$ cat src/rtl/div_sequencer.sv
// div_sequencer: multi-cycle restoring divider for DIV/DIVU/REM/REMU and the
// 32-bit W forms. The execute stage hands over an op through a valid/ready
// handshake. The result comes back with its destination tag.
// Divide-by-zero and signed overflow follow the RISC-V M-extension results
// and skip the iterative loop.
module div_sequencer #(
   parameter int XLEN  = 64,
   parameter int TAG_W = 5
) (
   input  logic             clk,
   input  logic             rst_n,
   input  logic             req_valid,
   output logic             req_ready,
   input  logic [1:0]       req_op,
   input  logic             req_word,
   input  logic [XLEN-1:0]  req_a,
   input  logic [XLEN-1:0]  req_b,
   input  logic [TAG_W-1:0] req_tag,
   input  logic             flush,
   output logic             resp_valid,
   input  logic             resp_ready,
   output logic [XLEN-1:0]  resp_data,
   output logic [TAG_W-1:0] resp_tag,
   output logic             busy
);

   localparam int CNT_W = $clog2(XLEN);
   localparam int HI_W  = XLEN - 32;

   typedef enum logic [1:0] {IDLE, BUSY, FIXUP, DONE} state_t;

   state_t             state_reg, state_next;
   logic [1:0]         op_reg;
   logic               word_reg;
   logic               q_neg_reg;
   logic               r_neg_reg;
   logic [XLEN-1:0]    divisor_reg;
   logic [XLEN-1:0]    rem_reg;
   logic [XLEN-1:0]    quo_reg;
   logic [CNT_W-1:0]   cnt_reg;
   logic [XLEN-1:0]    resp_data_reg;
   logic [TAG_W-1:0]   tag_reg;
   logic [TAG_W-1:0]   resp_tag_reg;

   // Request decode (only meaningful while IDLE)
   logic               accept;
   logic               is_signed;
   logic               a_sign, b_sign;
   logic [XLEN-1:0]    a_op, b_op;
   logic [XLEN-1:0]    a_abs_full, b_abs_full;
   logic [XLEN-1:0]    a_mag, b_mag;
   logic [XLEN-1:0]    a_sext;
   logic               div_zero, overflow, special;
   logic [XLEN-1:0]    special_data;

   // Iteration and fix-up datapath
   logic [XLEN:0]      rem_shift;
   logic [XLEN:0]      diff;
   logic               ge;
   logic [XLEN-1:0]    rem_step, quo_step;
   logic [XLEN-1:0]    q_mag, q_fix, r_fix, sel;
   logic [XLEN-1:0]    fix_data;

   assign req_ready  = (state_reg == IDLE);
   assign busy       = (state_reg != IDLE);
   assign resp_valid = (state_reg == DONE);
   assign resp_data  = resp_data_reg;
   assign resp_tag   = resp_tag_reg;

   // Operand preparation: widths, signs, magnitudes and corner-case results
   always_comb begin
      accept     = (state_reg == IDLE) && req_valid && !flush;
      is_signed  = !req_op[0];
      a_sign     = req_word ? req_a[31] : req_a[XLEN-1];
      b_sign     = req_word ? req_b[31] : req_b[XLEN-1];
      a_op       = req_word ? {{HI_W{1'b0}}, req_a[31:0]} : req_a;
      b_op       = req_word ? {{HI_W{1'b0}}, req_b[31:0]} : req_b;
      a_abs_full = (is_signed && a_sign) ? -a_op : a_op;
      b_abs_full = (is_signed && b_sign) ? -b_op : b_op;
      a_mag      = req_word ? {{HI_W{1'b0}}, a_abs_full[31:0]} : a_abs_full;
      b_mag      = req_word ? {{HI_W{1'b0}}, b_abs_full[31:0]} : b_abs_full;
      a_sext     = req_word ? {{HI_W{req_a[31]}}, req_a[31:0]} : req_a;
      div_zero   = (b_op == '0);
      overflow   = is_signed &&
                   (req_word ? (req_a[31:0] == 32'h8000_0000 && req_b[31:0] == 32'hFFFF_FFFF)
                             : (req_a == {1'b1, {(XLEN-1){1'b0}}} && (&req_b)));
      special    = div_zero || overflow;
      if (div_zero)
         special_data = req_op[1] ? a_sext : '1;
      else
         special_data = req_op[1] ? '0 : a_sext;
   end

   // One restoring step; the borrow of the trial subtraction decides the quotient bit
   always_comb begin
      rem_shift = {rem_reg, quo_reg[XLEN-1]};
      diff      = rem_shift - {1'b0, divisor_reg};
      ge        = !diff[XLEN];
      rem_step  = ge ? diff[XLEN-1:0] : rem_shift[XLEN-1:0];
      quo_step  = {quo_reg[XLEN-2:0], ge};
   end

   // Sign correction, quotient/remainder select and W sign-extension
   always_comb begin
      q_mag    = word_reg ? {{HI_W{1'b0}}, quo_reg[31:0]} : quo_reg;
      q_fix    = q_neg_reg ? -q_mag : q_mag;
      r_fix    = r_neg_reg ? -rem_reg : rem_reg;
      sel      = op_reg[1] ? r_fix : q_fix;
      fix_data = word_reg ? {{HI_W{sel[31]}}, sel[31:0]} : sel;
   end

   // State register
   always_ff @(posedge clk or negedge rst_n) begin
      if (!rst_n)
         state_reg <= IDLE;
      else
         state_reg <= state_next;
   end

   // Next-state logic; flush overrides every transition
   always_comb begin
      state_next = state_reg;
      case (state_reg)
         IDLE:    if (accept) state_next = special ? DONE : BUSY;
         BUSY:    if (cnt_reg == '0) state_next = FIXUP;
         FIXUP:   state_next = DONE;
         DONE:    if (resp_ready) state_next = IDLE;
         default: state_next = IDLE;
      endcase
      if (flush)
         state_next = IDLE;
   end

   // Working registers: latch on accept, iterate in BUSY, publish in FIXUP
   always_ff @(posedge clk or negedge rst_n) begin
      if (!rst_n) begin
         op_reg        <= '0;
         word_reg      <= 1'b0;
         q_neg_reg     <= 1'b0;
         r_neg_reg     <= 1'b0;
         divisor_reg   <= '0;
         rem_reg       <= '0;
         quo_reg       <= '0;
         cnt_reg       <= '0;
         tag_reg       <= '0;
         resp_data_reg <= '0;
         resp_tag_reg  <= '0;
      end else begin
         case (state_reg)
            IDLE: begin
               if (accept) begin
                  op_reg      <= req_op;
                  word_reg    <= req_word;
                  tag_reg     <= req_tag;
                  q_neg_reg   <= is_signed && (a_sign ^ b_sign);
                  r_neg_reg   <= is_signed && a_sign;
                  divisor_reg <= b_mag;
                  rem_reg     <= '0;
                  // W dividends sit in the top half so 32 shifts consume them
                  quo_reg     <= req_word ? {a_mag[31:0], {HI_W{1'b0}}} : a_mag;
                  cnt_reg     <= req_word ? CNT_W'(31) : CNT_W'(XLEN - 1);
                  if (special) begin
                     resp_data_reg <= special_data;
                     resp_tag_reg  <= req_tag;
                  end
               end
            end
            BUSY: begin
               rem_reg <= rem_step;
               quo_reg <= quo_step;
               cnt_reg <= cnt_reg - 1'b1;
            end
            FIXUP: begin
               if (!flush) begin
                  resp_data_reg <= fix_data;
                  resp_tag_reg  <= tag_reg;
               end
            end
            default: ;
         endcase
      end
   end

endmodule
$ cat config.mk
export PLATFORM = sky130hd
export DESIGN_NAME = div_sequencer
export DESIGN_NICKNAME = d
export VERILOG_FILES = /design/src/rtl/div_sequencer.sv
export SDC_FILE = /design/constraint.sdc
export NUM_CORES = 1
export LEC_CHECK = 0
export BUFFER_PORTS_ARGS = -buffer_cell sky130_fd_sc_hd__buf_2
export CORE_UTILIZATION = 50
export CTS_CLUSTER_SIZE = 30
export DETAILED_ROUTE_END_ITERATION = 7
export MAX_ROUTING_LAYER = met4
export PLACE_DENSITY = 0.69
export SLEW_MARGIN = 25
export SYNTH_ARGS = -nofsm -noshare
export SYNTH_HDL_FRONTEND = slang
export SYNTH_SLANG_ARGS = --single-unit
$ cat constraint.sdc
create_clock -name clk -period 9.4 [get_ports clk]
set_clock_uncertainty 0.15 [all_clocks]
set_input_delay 0.47 -clock clk [delete_from_list [all_inputs] [get_ports clk]]
set_output_delay 0.47 -clock clk [all_outputs]
set_load 0.03 [all_outputs]
# [Word-level counts from Yosys, hierarchy flattened]
# Index checks and enable logic that the tools add are counted.
[classes] addsub=6 eq_ne=12 n_mux=41 n_bitwise=1 reduce_logical=23
[op_table] op="2-to-1 mux 64 bit" count=22
[op_table] op="case mux 64 bit (2 select lines)" count=3
[op_table] op="negation 64 bit" count=4
[op_table] op="subtractor 65 x 64 -> 65 bit" count=1
[op_table] op="equality test 32 bit (second input constant)" count=2
[op_table] op="equality test 64 bit (second input constant)" count=1
[op_table] op="zero test 64 bit" count=1
[op_table] op="AND reduction 64 bit" count=1
[op_table] op="2-to-1 mux 5 bit" count=3
[op_table] op="2-to-1 mux 6 bit" count=2
[op_table] op="case mux 6 bit (2 select lines)" count=1
[op_table] op="2-to-1 mux 2 bit" count=5
[op_table] op="case mux 5 bit (2 select lines)" count=1
[op_table] op="logical AND 1 bit" count=8
[op_table] op="case mux 2 bit (4 select lines)" count=1
[op_table] op="zero test 6 bit" count=1
[op_table] op="nonzero test 2 bit" count=3
[op_table] op="subtractor 6 x 1 -> 6 bit (second input constant)" count=1
[op_table] op="equality test 2 bit (second input constant)" count=2
[op_table] op="inequality test 2 x 1 -> 1 bit (second input constant)" count=2
[op_table] op="AND reduction 2 bit" count=2
[op_table] op="AND reduction 4 bit" count=1
[op_table] op="zero test 1 bit" count=3
[op_table] op="2-to-1 mux 1 bit" count=3
[op_table] op="other kinds (9)" count=9
[word_totals] reg_bits=279 in_bits=141 output_inout_bits=72 wordCells=95

# [Depth between registers and ports, before layout]
# Gate-level depths: netlist (run 1).
[depth] ltp_word=9 ltp_mapped=14 depth_no_buf=13

# [Worst setup path after synthesis (run 1)]
# Ideal clock, no wire load.
[synth_path] path_kind="flip-flop to flip-flop" startpoint="register rem_reg[17]" endpoint="register rem_reg[0]" setup_time_ps=121 t_arrival_ps=3176 t_required_ps=9129 path_slack_ps=5953 path_stages_with_launch=14 n_path_buf=2 synth_period_minus_slack_ps=3447 cell_sequence="dfrtp_1 ha_1 clkbuf_1 nand2_1 o41ai_1 a31oi_1 or3_1 nand4_1 nand3_1 o31ai_1 xor2_1 buf_2 mux2i_1 a22o_1"
[synth_between] elab_chain_cells=3
[synth_rtl] element="start, declared" line="38" source="logic [XLEN-1:0] rem_reg;"
[synth_rtl] element="start signal, assigned" line="169" source="rem_reg <= rem_step;"
[synth_rtl] element="subtractor 65 x 64 -> 65 bit" line="97" source="diff = rem_shift - {1'b0, divisor_reg};"
[synth_rtl] element="2-to-1 mux 64 bit" line="99" source="rem_step = ge ? diff[XLEN-1:0] : rem_shift[XLEN-1:0];"
[synth_rtl] element="case mux 64 bit (2 select lines)" line="149" source="case (state_reg)"
# No other way between the ends.
# A chain may end at the register's enable or synchronous reset.

# [Worst setup path in the final report (run 1)]
[layout_path] startpoint="register quo_reg[63]" endpoint="register rem_reg[1]"
[layout_between] elab_chain_cells=3
[layout_rtl] element="start, declared" line="39" source="logic [XLEN-1:0] quo_reg;"
[layout_rtl] element="start signal, assigned" line="160" source="quo_reg <= req_word ? {a_mag[31:0], {HI_W{1'b0}}} : a_mag;"
[layout_rtl] element="start signal, assigned" line="170" source="quo_reg <= quo_step;"
[layout_rtl] element="subtractor 65 x 64 -> 65 bit" line="97"
[layout_rtl] element="2-to-1 mux 64 bit" line="99"
[layout_rtl] element="case mux 64 bit (2 select lines)" line="149"
# No other way between the ends.

==> flow_summary.yaml, run 1 <==
yosys:
  synth_warnings: 0
  synth_edf_count: 0
  syn_nets: 3257
  syn_inst: 3040
  async_reset_ff_share_pct: 100
  yosysSeqAreaShare_pct: 29.9
  ys_ff_latch: 278
  synthDistinctLibCells: 78
  syn_area_sq_um: 23300
  synth_ff_type: "dfrtp_1"
  syn_avg_cell_area_sq_um: 7.65
worst_setup_path:
  critPathBufInv: 2
  worst-path-stages: 14
  endpoint_kind: "flop"
  path_cells: "inv_1, ha_1, fa_1, nand2b_1, a21o_1, a211oi_1, o2111ai_1, nand4_1, nand3_1, o31ai_1, xor2_4, buf_4, mux2_2, o22ai_1"
  cpPeakStageDelay_ns: 0.80
  worstPathRequired_ns: 9.79
  worst_setup_path_start_kind: "flop"
  path_max_fanout: 55
  cp.arrival_ns: 5.54
  crit_family: "compound AO/OA/AOI/OAI gates"
  crit_slowest_cell: "buf_4"
  path_class: "reg -> reg"
  rr_worst_depth: 14
sta:
  whs_ns: 0.0236
  finalHoldViolCount: 0
  finalSetupViolCount: 0
  tightest_slew_ns: 1.04
  finalSetupTns_ns: 0
  setup_ws_ns: 4.25
  drv_slew: 0
  max_freq_mhz: 194
  rsz0062_at_grt: "no"
  period_minus_slack_ns: 5.15
  relSlewSlack_pct: 30.9
  fin_crit_sh_pct: 54.8
routing:
  vias_per_cell: 6.42
  vias: 24100
  antenna_left: 0
  avgRoutedWirePerCell_um: 23.9
  firstDrtPassIters: 6
  routed_wl_um: 89900
  drtIter0Drc: 2920
  drc: 0
clocking:
  h-tree-depth: 1
  clockBufferDepth: 3
  cts_tree: "yes"
  cts.sinks: 278
  cts_buffers: 31
  clkLatencyLatePin_ns: 0.63
  post-cts-setup-buffers: 0
  clk_pin_slew_ns: 0.06
  cts-root-buf: "clkbuf_16"
power:
  p_comb_share_pct: 52.4
  switching_share_pct: 49.8
  p_int_mw: 3.72
  power_mw: 7.41
  power_density_nw_per_um2: 286
  ir_drop_v: 0.000235
  clkPwrFrac_pct: 18.7
  power_switching_mw: 3.69
  seqPwrFrac_pct: 28.8
  leakage_nw: 11.0
cells_and_area:
  drive_gt1_share_pct: 10.8
  fill_cells: 4355
  area_delta_synth_final_pct: 11.5
  layout.nets: 3352
global_routing:
  grt_pass1_vias: 22500
  grtUsageTotal_pct: 38.4
  grt_remaining_overflow: 0
  antenna_found_initial: 4
  grt_max_degree: 132
  grt_pass1_wl_um: 136000
floorplanning:
  die_x_um: 218
  die_area_sq_um: 47400
  initial_core_util_pct: 50.9
  rows: 78
  die-height_um: 218
  ios: 213
  core-area_sq_um: 45700
run:
  drv_cap: 0
place:
  gp_congestion: 1.01
  hpwlAfterDp_um: 67400
  place_ws_ns: 4.18
  io_buffers: 212
worst_hold_path:
  min_path_cells: 3
  worstHoldPathType: "in -> reg"
outcome:
  status: "completed"
## Yosys cell counts, drive strengths merged (24+ instances only)
library cell / number / share of area [%]
a21o: 31 / 1.0
a21oi: 250 / 5.4
a22oi: 29 / 0.94
a31oi: 31 / 0.83
and3: 24 / 0.65
buf: 28 / 0.61
clkbuf: 159 / 2.6
dfrtp: 278 / 30
ha: 75 / 4.0
inv: 111 / 1.8
mux2i: 67 / 2.9
nand2: 402 / 6.5
nand2b: 33 / 0.89
nand3: 40 / 0.88
nand4: 42 / 1.1
nor2: 217 / 3.5
nor3: 97 / 2.1
nor4: 40 / 1.2
o21ai: 362 / 7.8
o22ai: 39 / 1.0
o31ai: 86 / 2.9
o41ai: 24 / 0.94
or3: 31 / 0.86
or4: 28 / 0.95
xnor2: 154 / 5.8
xor2: 148 / 5.6
## placed cells by master (no fill, tap or decap), drive strengths merged, types with 33 or more instances in the layout
cell	instances
nor3	97
nand2b	33
ha	75
clkbuf	43
inv	112
buf	241
xnor2	154
nand2	402
dfrtp	278
nor2	217
xor2	148
nor4	40
a21oi	250
o31ai	86
o21ai	362
nand3	40
mux2i	67
nand4	42
o22ai	39
## stage by stage
stage          util (%)  area [sq um]  std cells
6_report           56.8         25900       3762
5_1_grt            56.8         25900       3761
4_1_cts            56.6         25900       3758
3_5_place_dp       53.9         24600       3692
3_3_place_gp       53.9         24600       3692
2_1_floorplan         -         23300       3040
## per-layer routing
metal  GRT usage [%]  part of all wire, %  vias to the layer above
met2            58.0                   44                     1231
met4            16.4                  4.6                        0
met5               -                    0                        -
met3            5.66                  8.6                      250
li1                -                    -                    11100
met1            51.2                   42                    11500
## cell type report
cell class / instances / area (sq um) / area share, %
sequential: 278 / 6960 / 26.8
antenna: 2 / 5.00 / 0.0193
inverter: 112 / 420 / 1.62
multi-input combinational: 2463 / 15200 / 58.8
timing repair buffer: 249 / 1410 / 5.45
clock buffer: 43 / 861 / 3.32
tap: 600 / 751 / 2.90
clock inverter: 15 / 277 / 1.07
## power groups by stage
stage	clock network, mW	registers (mW)	logic, mW
finish	1.39	2.14	3.89
global route	1.44	2.17	4.21
CTS	1.40	2.11	3.80
detailed placement	0	2.12	3.78
global placement	0	2.10	3.75
floorplan	0	2.18	2.47
## path summary, 6_finish.rpt
kind	slack (ns)	endpoint	startpoint
max reg2reg	4.25	rem_reg[1]$_DFFE_PN0P_	quo_reg[63]$_DFFE_PN0P_
max in group asynchronous	7.36	r_neg_reg$_DFFE_PN0P_	rst_n
min	0.02	divisor_reg[21]$_DFFE_PN0P_	req_b[21]
max	4.25	rem_reg[1]$_DFFE_PN0P_	quo_reg[63]$_DFFE_PN0P_
min reg2reg	0.33	tag_reg[0]$_DFFE_PN0P_	tag_reg[0]$_DFFE_PN0P_
min in group asynchronous	0.27	resp_data[22]$_DFFE_PN0P_	rst_n
## worst reg2reg max path, delay by kind of cell, from the launching register on
kind,cells,cell delay (ns)
buffers and inverters,2,0.89
adder cells (fa/ha/maj),2,0.62
flip-flops,1,0.37
AO/OA/AOI/OAI,5,1.42
AND/OR/NAND/NOR,3,0.62
XOR/XNOR,1,0.53
multiplexers,1,0.49
## cell families after synthesis
logic type | Yosys count | share of synthesized area [%]
AOI/OAI and AO/OA | 990 | 25.7
and+or+nand+nor | 1026 | 21.0
adders and majority gates | 76 | 4.12
muxes | 69 | 2.98
DFF | 278 | 29.9
xor gates and xnor gates | 302 | 11.4
buffers and inverters | 299 | 4.98
## repair_timing
| action | CTS | global route |
|---|---|---|
| gates resized for setup | 0 | 0 |
| hold buffers | 8 | 0 |
| endpoints found under the hold margin | 85 | 0 |
Note: power is estimated with default switching activity, not from simulation.
==> run 2: changes to the inputs <==
==> constraint.sdc (replaced) <==
create_clock -name clk -period 4.9 [get_ports clk]
set_clock_uncertainty 0.15 [all_clocks]
set_input_delay 0.245 -clock clk [delete_from_list [all_inputs] [get_ports clk]]
set_output_delay 0.245 -clock clk [all_outputs]
set_load 0.03 [all_outputs]
==> run 2 against run 1 <==
Effect of this change: sequential power up 92%; design area up 4.3%; global-route usage up 0.89 points; utilization up 2.4 points; critical path type is now in -> reg; critical endpoint is now resp_data[61]$_DFFE_PN0P_; largest cell class unchanged; largest power group unchanged; highest routed layer unchanged.
==> flow_summary.yaml, run 2 (synthesized netlist as in run 1, its figures left out) <==
outcome:
  status: "completed"
floorplanning:
  initial_core_util_pct: 50.9
  ios: 213
  rows: 78
  die-height_um: 218
  die_x_um: 218
  core-area_sq_um: 45700
  die_area_sq_um: 47400
cells_and_area:
  layout.nets: 3467
  area_delta_synth_final_pct: 16.2
  final_cells: 3877
  drive_gt1_share_pct: 11.0
  layout_common_cells: "nand2_1 (402), o21ai_0 (355), dfrtp_1 (276), a21oi_1 (246), nor2_1 (215)"
  layout_commonest_cell: "nand2_1"
  fill_cells: 4241
worst_setup_path:
  worst_setup_path_start_kind: "primary input"
  rr_worst_depth: 9
  path_cells: "dlygate4sd3_1, buf_2, nor4_2, nor2b_1, inv_1, or4_1, o41ai_1, a31oi_1, nand3b_1, a21o_4, buf_16, nor2_1, a221oi_1"
  rrSetupSlack_ns: 0.52
  crit_slowest_cell: "or4_1"
  r2r-end: "resp_data[42]$_DFFE_PN0P_"
  r2r-start: "rem_reg[17]$_DFFE_PN0P_"
  endpoint_kind: "flop"
  cp.arrival_ns: 4.85
  cpPeakStageDelay_ns: 0.79
  path_class: "in -> reg"
  path_max_fanout: 71
  worstPathRequired_ns: 5.14
routing:
  drc: 0
  vias_per_cell: 6.36
  wl_met2_um: 40700
  vias: 24700
  routed_wl_um: 91600
  avgRoutedWirePerCell_um: 23.6
  highest_layer: "met4"
  antenna_left: 0
  firstDrtPassIters: 6
  wl_met3_um: 7540
  wl_met1_um: 38900
  drtIter0Drc: 2810
sta:
  drv_slew: 0
  finalSetupTns_ns: 0
  tightest_slew_ns: 1.15
  max_freq_mhz: 217
  fin_crit_sh_pct: 94.0
  period_minus_slack_ns: 4.60
  relSlewSlack_pct: 23.5
  finalSetupViolCount: 0
  whs_ns: 0.0199
  finalHoldViolCount: 0
  rsz0062_at_grt: "no"
  setup_ws_ns: 0.296
clocking:
  post-cts-setup-buffers: 0
  clockBufferDepth: 3
  h-tree-depth: 2
  cts_tree: "yes"
  cts_buffers: 35
  cts-root-buf: "clkbuf_16"
  clk_pin_slew_ns: 0.06
  cts.sinks: 278
  clkLatencyLatePin_ns: 0.57
power:
  leakage_nw: 11.5
  power_density_nw_per_um2: 528
  ir_drop_v: 0.000447
global_routing:
  grt_remaining_overflow: 0
  antenna_found_initial: 3
  grt_pass1_vias: 23600
  grtUsageTotal_pct: 39.3
  grt_max_degree: 98
  grt_pass1_wl_um: 139000
worst_hold_path:
  min_from: "req_a[60]"
  worstHoldPathType: "in -> reg"
  min_path_cells: 3
  min_to: "resp_data[60]$_DFFE_PN0P_"
place:
  hpwlAfterDp_um: 68300
  io_buffers: 212
  place_ws_ns: 0.202
  dp.cells: 3708
  gp_congestion: 1.04
run:
  drv_cap: 0
run 2: how the worst max path moves through the flow:
stage               slack [ns]                     from                        end  cells past startpoint
global placement          0.30                req_a[39]  resp_data[47]$_DFFE_PN0P_                     11
floorplan                 1.45  rem_reg[17]$_DFFE_PN0P_     rem_reg[0]$_DFFE_PN0P_                     13
finish                    0.30                req_a[37]  resp_data[61]$_DFFE_PN0P_                     13
CTS                       0.26                req_a[37]  resp_data[47]$_DFFE_PN0P_                     12
detailed placement        0.20                req_a[35]  resp_data[47]$_DFFE_PN0P_                     11
global route              0.12                req_a[37]  resp_data[61]$_DFFE_PN0P_                     13
run 2: layout make-up:
cell class | count | area, sq um | share of cell area [%]
antenna | 2 | 5.00 | 0.0185
clock inverter | 13 | 141 | 0.523
clock buffer | 49 | 1020 | 3.77
sequential | 278 | 6960 | 25.7
multi-input combinational | 2463 | 15200 | 56.4
timing repair buffer | 360 | 2500 | 9.26
tap | 600 | 751 | 2.78
inverter | 112 | 420 | 1.56
run 2: critical path: cells and delay by family:
family | cells | cell delay (ns)
AND/OR/NAND/NOR | 5 | 1.93
buffers and inverters | 4 | 1.24
AO/OA/AOI/OAI | 4 | 1.36
run 2: metal layers:
metal,GRT usage (%),vias up
li1,-,11400
met1,51.5,11800
met2,59.6,1272
met3,5.97,246
met4,18.2,0
met5,-,-
run 2: timing repair:
item / CTS / global route
resized for setup: 0 / 2
endpoints found under the setup margin: 0 / 8
endpoints found under the hold margin: 200 / 0
hold buffers: 105 / 0
run 2: through the flow:
stage	cell area, sq um	power (mW)	util, %
detailed placement	24800	11.3	54.3
global route	27000	15.1	59.2
CTS	27000	14.1	59.2
floorplan	23300	8.93	-
global placement	24800	11.3	54.3
finish	27000	14.3	59.2
run 2: power by group:
group          internal (mW)  leakage (nW)  total [mW]  switching (mW)
registers               3.13          3.60        4.11           0.984
clock network           1.57         0.571        2.67            1.10
logic                   2.48          7.37        7.50            5.01
